$ cat config.mk
export PLATFORM = sky130hd
export DESIGN_NAME = joypad_serializer
export DESIGN_NICKNAME = d
export VERILOG_FILES = /design/src/rtl/joypad_serializer.sv
export SDC_FILE = /design/constraint.sdc
export NUM_CORES = 1
export LEC_CHECK = 0
export ABC_AREA = 1
export CELL_PAD_IN_SITES_DETAIL_PLACEMENT = 0
export CELL_PAD_IN_SITES_GLOBAL_PLACEMENT = 1
export CORE_MARGIN = 8
export CORE_UTILIZATION = 35
export DETAILED_ROUTE_END_ITERATION = 10
export PLACE_DENSITY_LB_ADDON = 0.1
export SLEW_MARGIN = 20
export SYNTH_ARGS = -nofsm -noshare
export SYNTH_HDL_FRONTEND = slang
export SYNTH_SLANG_ARGS = --single-unit
$ cat constraint.sdc
create_clock -name clk_i -period 1.7 [get_ports clk_i]
set_input_delay 0.425 -clock clk_i [delete_from_list [all_inputs] [get_ports clk_i]]
set_output_delay 0.425 -clock clk_i [all_outputs]
set_load 0.005 [all_outputs]
$ cat src/rtl/joypad_serializer.sv
// Emulates NUM_PORTS serial joypads on the NES latch/clock/data pins, loading
// parallel button words from GPIO with input synchronisers and per-button turbo.
module joypad_serializer #(
    parameter int   NUM_PORTS    = 2,
    parameter int   BITS         = 8,
    parameter logic FILL_BIT     = 1'b1,
    parameter int   SYNC_STAGES  = 2,
    parameter int   TURBO_FRAMES = 4
) (
    input  logic                      clk_i,
    input  logic                      rst_i,
    input  logic [NUM_PORTS*BITS-1:0] buttons_i,
    input  logic [NUM_PORTS*BITS-1:0] turbo_en_i,
    input  logic                      jp_latch_i,
    input  logic                      jp_clk_i,
    output logic [NUM_PORTS-1:0]      jp_data_o,
    output logic                      latch_strobe_o,
    output logic [7:0]                shift_cnt_o
);

    localparam int TCW = (TURBO_FRAMES > 1) ? $clog2(TURBO_FRAMES) : 1;
    localparam logic [TCW-1:0] TURBO_LAST = TCW'(TURBO_FRAMES - 1);

    logic [SYNC_STAGES-1:0] latch_sync;
    logic [SYNC_STAGES-1:0] clk_sync;
    logic                   latch_s;
    logic                   clk_s;
    logic                   latch_prev;
    logic                   clk_prev;
    logic                   latch_fall;
    logic                   clk_rise;
    logic [TCW-1:0]         turbo_cnt;
    logic                   turbo_phase;
    logic [BITS-1:0]        shreg [NUM_PORTS];
    logic [BITS-1:0]        eff   [NUM_PORTS];

    // The clock chain idles high so leaving reset never fabricates a rising edge.
    // NOTE: sequential state uses non-blocking assignments so every register
    // samples the pre-edge value of its neighbours, which a synchroniser chain relies on.
    always_ff @(posedge clk_i) begin
        if (rst_i) begin
            latch_sync <= '0;
            clk_sync   <= '1;
            latch_prev <= 1'b0;
            clk_prev   <= 1'b1;
        end else begin
            latch_sync <= {latch_sync[SYNC_STAGES-2:0], jp_latch_i};
            clk_sync   <= {clk_sync[SYNC_STAGES-2:0], jp_clk_i};
            latch_prev <= latch_s;
            clk_prev   <= clk_s;
        end
    end

    assign latch_s    = latch_sync[SYNC_STAGES-1];
    assign clk_s      = clk_sync[SYNC_STAGES-1];
    assign latch_fall = latch_prev & ~latch_s;
    assign clk_rise   = clk_s & ~clk_prev;

    // NOTE: every variable written here is given a value on every path, so no
    // latch is inferred even if the loop bounds change.
    always_comb begin
        for (int p = 0; p < NUM_PORTS; p++) begin
            eff[p]       = buttons_i[p*BITS +: BITS]
                         & ~(turbo_en_i[p*BITS +: BITS] & {BITS{~turbo_phase}});
            jp_data_o[p] = shreg[p][0];
        end
    end

    // Load has priority over shift, so a clock edge during latch is swallowed.
    // NOTE: the shift-register array is reset explicitly because its bit 0 drives
    // the output pins; this is register storage, not a RAM.
    always_ff @(posedge clk_i) begin
        if (rst_i) begin
            for (int p = 0; p < NUM_PORTS; p++) shreg[p] <= '0;
            shift_cnt_o <= '0;
        end else if (latch_s) begin
            for (int p = 0; p < NUM_PORTS; p++) shreg[p] <= eff[p];
            shift_cnt_o <= '0;
        end else if (clk_rise) begin
            for (int p = 0; p < NUM_PORTS; p++) shreg[p] <= {FILL_BIT, shreg[p][BITS-1:1]};
            if (shift_cnt_o != 8'hFF) shift_cnt_o <= shift_cnt_o + 8'd1;
        end
    end

    always_ff @(posedge clk_i) begin
        if (rst_i) begin
            latch_strobe_o <= 1'b0;
            turbo_cnt      <= '0;
            turbo_phase    <= 1'b1;
        end else begin
            latch_strobe_o <= latch_fall;
            if (latch_fall) begin
                if (turbo_cnt == TURBO_LAST) begin
                    turbo_cnt   <= '0;
                    turbo_phase <= ~turbo_phase;
                end else begin
                    turbo_cnt <= turbo_cnt + TCW'(1);
                end
            end
        end
    end

endmodule

==> flow_summary.toml <==
[setup_path]
cpPeakStageDelay_ns = 0.53
worstPathRequired_ns = 1.27
reg2regPathDepth = 6
crit_path_max_fanout = 5
startpoint_type = "register"
cpMaxStageDelayCell = "clkdlybuf4s50_1"
r2r_start = "shift_cnt_o[1]"
r2r_end = "shift_cnt_o[1]"
crit_chain = "clkdlybuf4s50_1"
setup.worst_path.class = "reg -> out"
arrival_ns = 1.22
crit_path_end_kind = "output port"
r2r_setup_slack_ns = 0.43
path_delay_family = "buffers and inverters"
critPathBufInv = 1

[global_routing]
antenna_found_initial = 0
grt.total_usage_pct = 10.71
grt_max_degree = 23
grt_pass1_wl_mm = 6.313
first_global_vias = 1421
overflow = 0

[routing]
antenna_left = 0
wl_per_cell_um = 12.65
drc = 0
route.layer.met1.wl_mm = 1.649
via_per_inst = 4.660
dr_wl_met2_mm = 1.942
drtPass1Iterations = 4
drt_iter0_drc = 49
route.met3.wl_um = 173
dr.max_layer_used = "met4"
num_vias = 1398
totalWireLength_mm = 3.795

[power]
power_switching_mw = 0.3916
p_int_mw = 1.382
pwr-share-seq_pct = 51.0
p_clk_share_pct = 38.9
peakVddDrop_v = 0.0004809
p_total_mw = 1.774
swShare_pct = 22.08
p_per_area_nw_per_um2 = 762.9
combPwrFrac_pct = 10.1
power.leakage_nw = 0.9675

[timing]
drv_slew = 0
fin_tns_setup_ns = 0
setup-violations-final = 0
skew_ns = 0.004137
fmax_ghz = 0.6061
tightest_slew_ns = 0.4690
period_share_pct = 97.05
min_period_ns = 1.650
hold_violations = 0
hold_slack_ns = 0.4074
max-slew-margin-rel_pct = 68.70
rsz0062_at_grt = "no"

[die]
die_y_um = 85.47
fp.dieW_um = 85.47
dieArea_sq_um = 7305
row_count = 25
io_pins = 47
core-area_sq_um = 4692
start_util_pct = 36.00

[finish]
n_fill_cell = 475
areaGrowthSynthToFinish_pct = 37.63
n_antenna_cell = 0
drive_gt1_share_pct = 17.48
instances_no_fill = 300
nets = 283
layout_commonest_cell = "nand2_1"
final_cell_mix = "nand2_1, clkdlybuf4s50_1, nand3_1"

[synth]
synth.distinct_cells = 27
ys_ff_latch = 34
seq_area_frac_synth_pct = 49.78
synth_area_sq_um = 1689
synth_cells = 195
avgSynthCellArea_sq_um = 8.662
synthesis.nets = 233
ys_warn_count = 0

[placed_design]
place_inst = 292
hpwl_mm = 2.857
place_congestion = 0.7667
port_buffers = 46

[clocking]
clock_latency_ns = 0.28
ctsHoldBuffers = 0
clockRootBuffer = "clkbuf_8"
cts_tree = "done"
cts_buffer_depth = 2
clkTransAtPathRegs_ns = 0.08
h-tree-depth = 2
cts-buffers-inserted = 5
cts.sinks = 34

[min_path]
holdPathEnd = "latch_sync[1]"
min_path_cells = 2
min_from = "latch_sync[0]"
hp-class = "reg -> reg"

[outcome]
status = "completed"

[run]
drv_cap = 0
-- cell usage after synthesis --
master | instances | area [sq um]
o21ai_1 | 2 | 10.01
buf_8 | 1 | 15.01
nand3_1 | 24 | 120.1
nand2_4 | 1 | 11.26
buf_6 | 1 | 11.26
nand3b_2 | 1 | 11.26
nor2_4 | 3 | 33.78
inv_4 | 1 | 6.260
inv_1 | 15 | 56.30
nor2_2 | 3 | 18.77
o211a_1 | 1 | 10.01
nand4_1 | 3 | 18.77
a21oi_1 | 7 | 35.03
dfxtp_1 | 18 | 360.4
nor3_1 | 1 | 5.000
ha_1 | 2 | 25.02
inv_2 | 2 | 7.510
nand2_2 | 4 | 25.02
o21bai_1 | 1 | 7.510
buf_2 | 3 | 15.01
buf_4 | 4 | 30.03
nand2_1 | 51 | 191.4
or2_2 | 3 | 18.77
nand3_2 | 10 | 100.1
nor2_1 | 16 | 60.06
edfxtp_1 | 16 | 480.5
o21ai_0 | 1 | 5.000
-- sequential cells by signal, indices dropped and copies added, names as in the netlist --
signal	cells
latch_prev	1
shift_cnt_o	8
turbo_cnt	2
latch_strobe_o	1
clk_prev	1
clk_sync	2
latch_sync	2
shreg	16
turbo_phase	1
-- per-stage QoR --
step / setup slack, ns / utilization, % / instance area, sq um
2_1_floorplan: 0.2088 / - / 1689
3_3_place_gp: 0.02937 / 47.23 / 2216
3_5_place_dp: -0.01606 / 47.23 / 2216
4_1_cts: 0.009867 / 49.52 / 2323
5_1_grt: 0.002947 / 49.55 / 2325
6_report: 0.05007 / 49.55 / 2325
-- per-layer routing --
| metal | up-vias | global-route usage (%) |
|---|---|---|
| li1 | 732 | - |
| met1 | 635 | 12.21 |
| met2 | 26 | 18.27 |
| met5 | - | 0 |
| met3 | 5 | 3.668 |
| met4 | 0 | 3.344 |
-- power by group through the flow --
stage | sequential, mW | clock (mW) | combinational (mW)
finish | 0.905 | 0.689 | 0.179
global route | 0.909 | 0.745 | 0.196
CTS | 0.905 | 0.714 | 0.182
detailed placement | 0.924 | 0 | 0.182
global placement | 0.922 | 0 | 0.178
floorplan | 0.920 | 0 | 0.0647
-- worst max-delay path by stage --
stage / start / to / cells past startpoint / slack, ns
after floorplan: rst_i / shreg[0][0] / 4 / 0.21
after global placement: rst_i / shreg[0][6] / 4 / 0.03
after detailed placement: rst_i / shreg[0][0] / 6 / -0.02
after CTS: shift_cnt_o[0] / shift_cnt_o[0] / 1 / 0.01
after global routing: shift_cnt_o[1] / shift_cnt_o[1] / 1 / 0.003
final: shift_cnt_o[2] / shift_cnt_o[2] / 1 / 0.05
-- repair_timing --
item / in CTS / in global routing
endpoints found under the setup margin: 0 / 1
resized for setup: 0 / 1
hold endpoints to repair: 0 / 0
buffers inserted: 0 / 0
-- logic make-up after synthesis --
| kind of cell | synth area share [%] |
|---|---|
| compound gates | 4.000 |
| fa+ha+maj | 1.481 |
| buf+inv | 8.370 |
| flops | 49.78 |
| simple gates | 36.37 |
-- layout make-up --
class / instances / area (sq um) / area share, %
Clock buffer: 6 / 93.84 / 4.037
Clock inverter: 2 / 13.76 / 0.5920
Inverter: 18 / 70.07 / 3.014
Multi-Input combinational cell: 134 / 706.9 / 30.41
Sequential cell: 34 / 842.1 / 36.22
Tap cell: 54 / 67.56 / 2.906
Timing Repair Buffer: 52 / 530.5 / 22.82
-- worst reg2reg max path, cell delays in order, from the launching register on --
cell and delay (ns):
dfxtp_1 0.40, ha_1 0.21, nand2_2 0.11, nor2_4 0.12, nand2_4 0.10, a21oi_1 0.15, nor2_1 0.07
(Power assumes the default switching activity.)
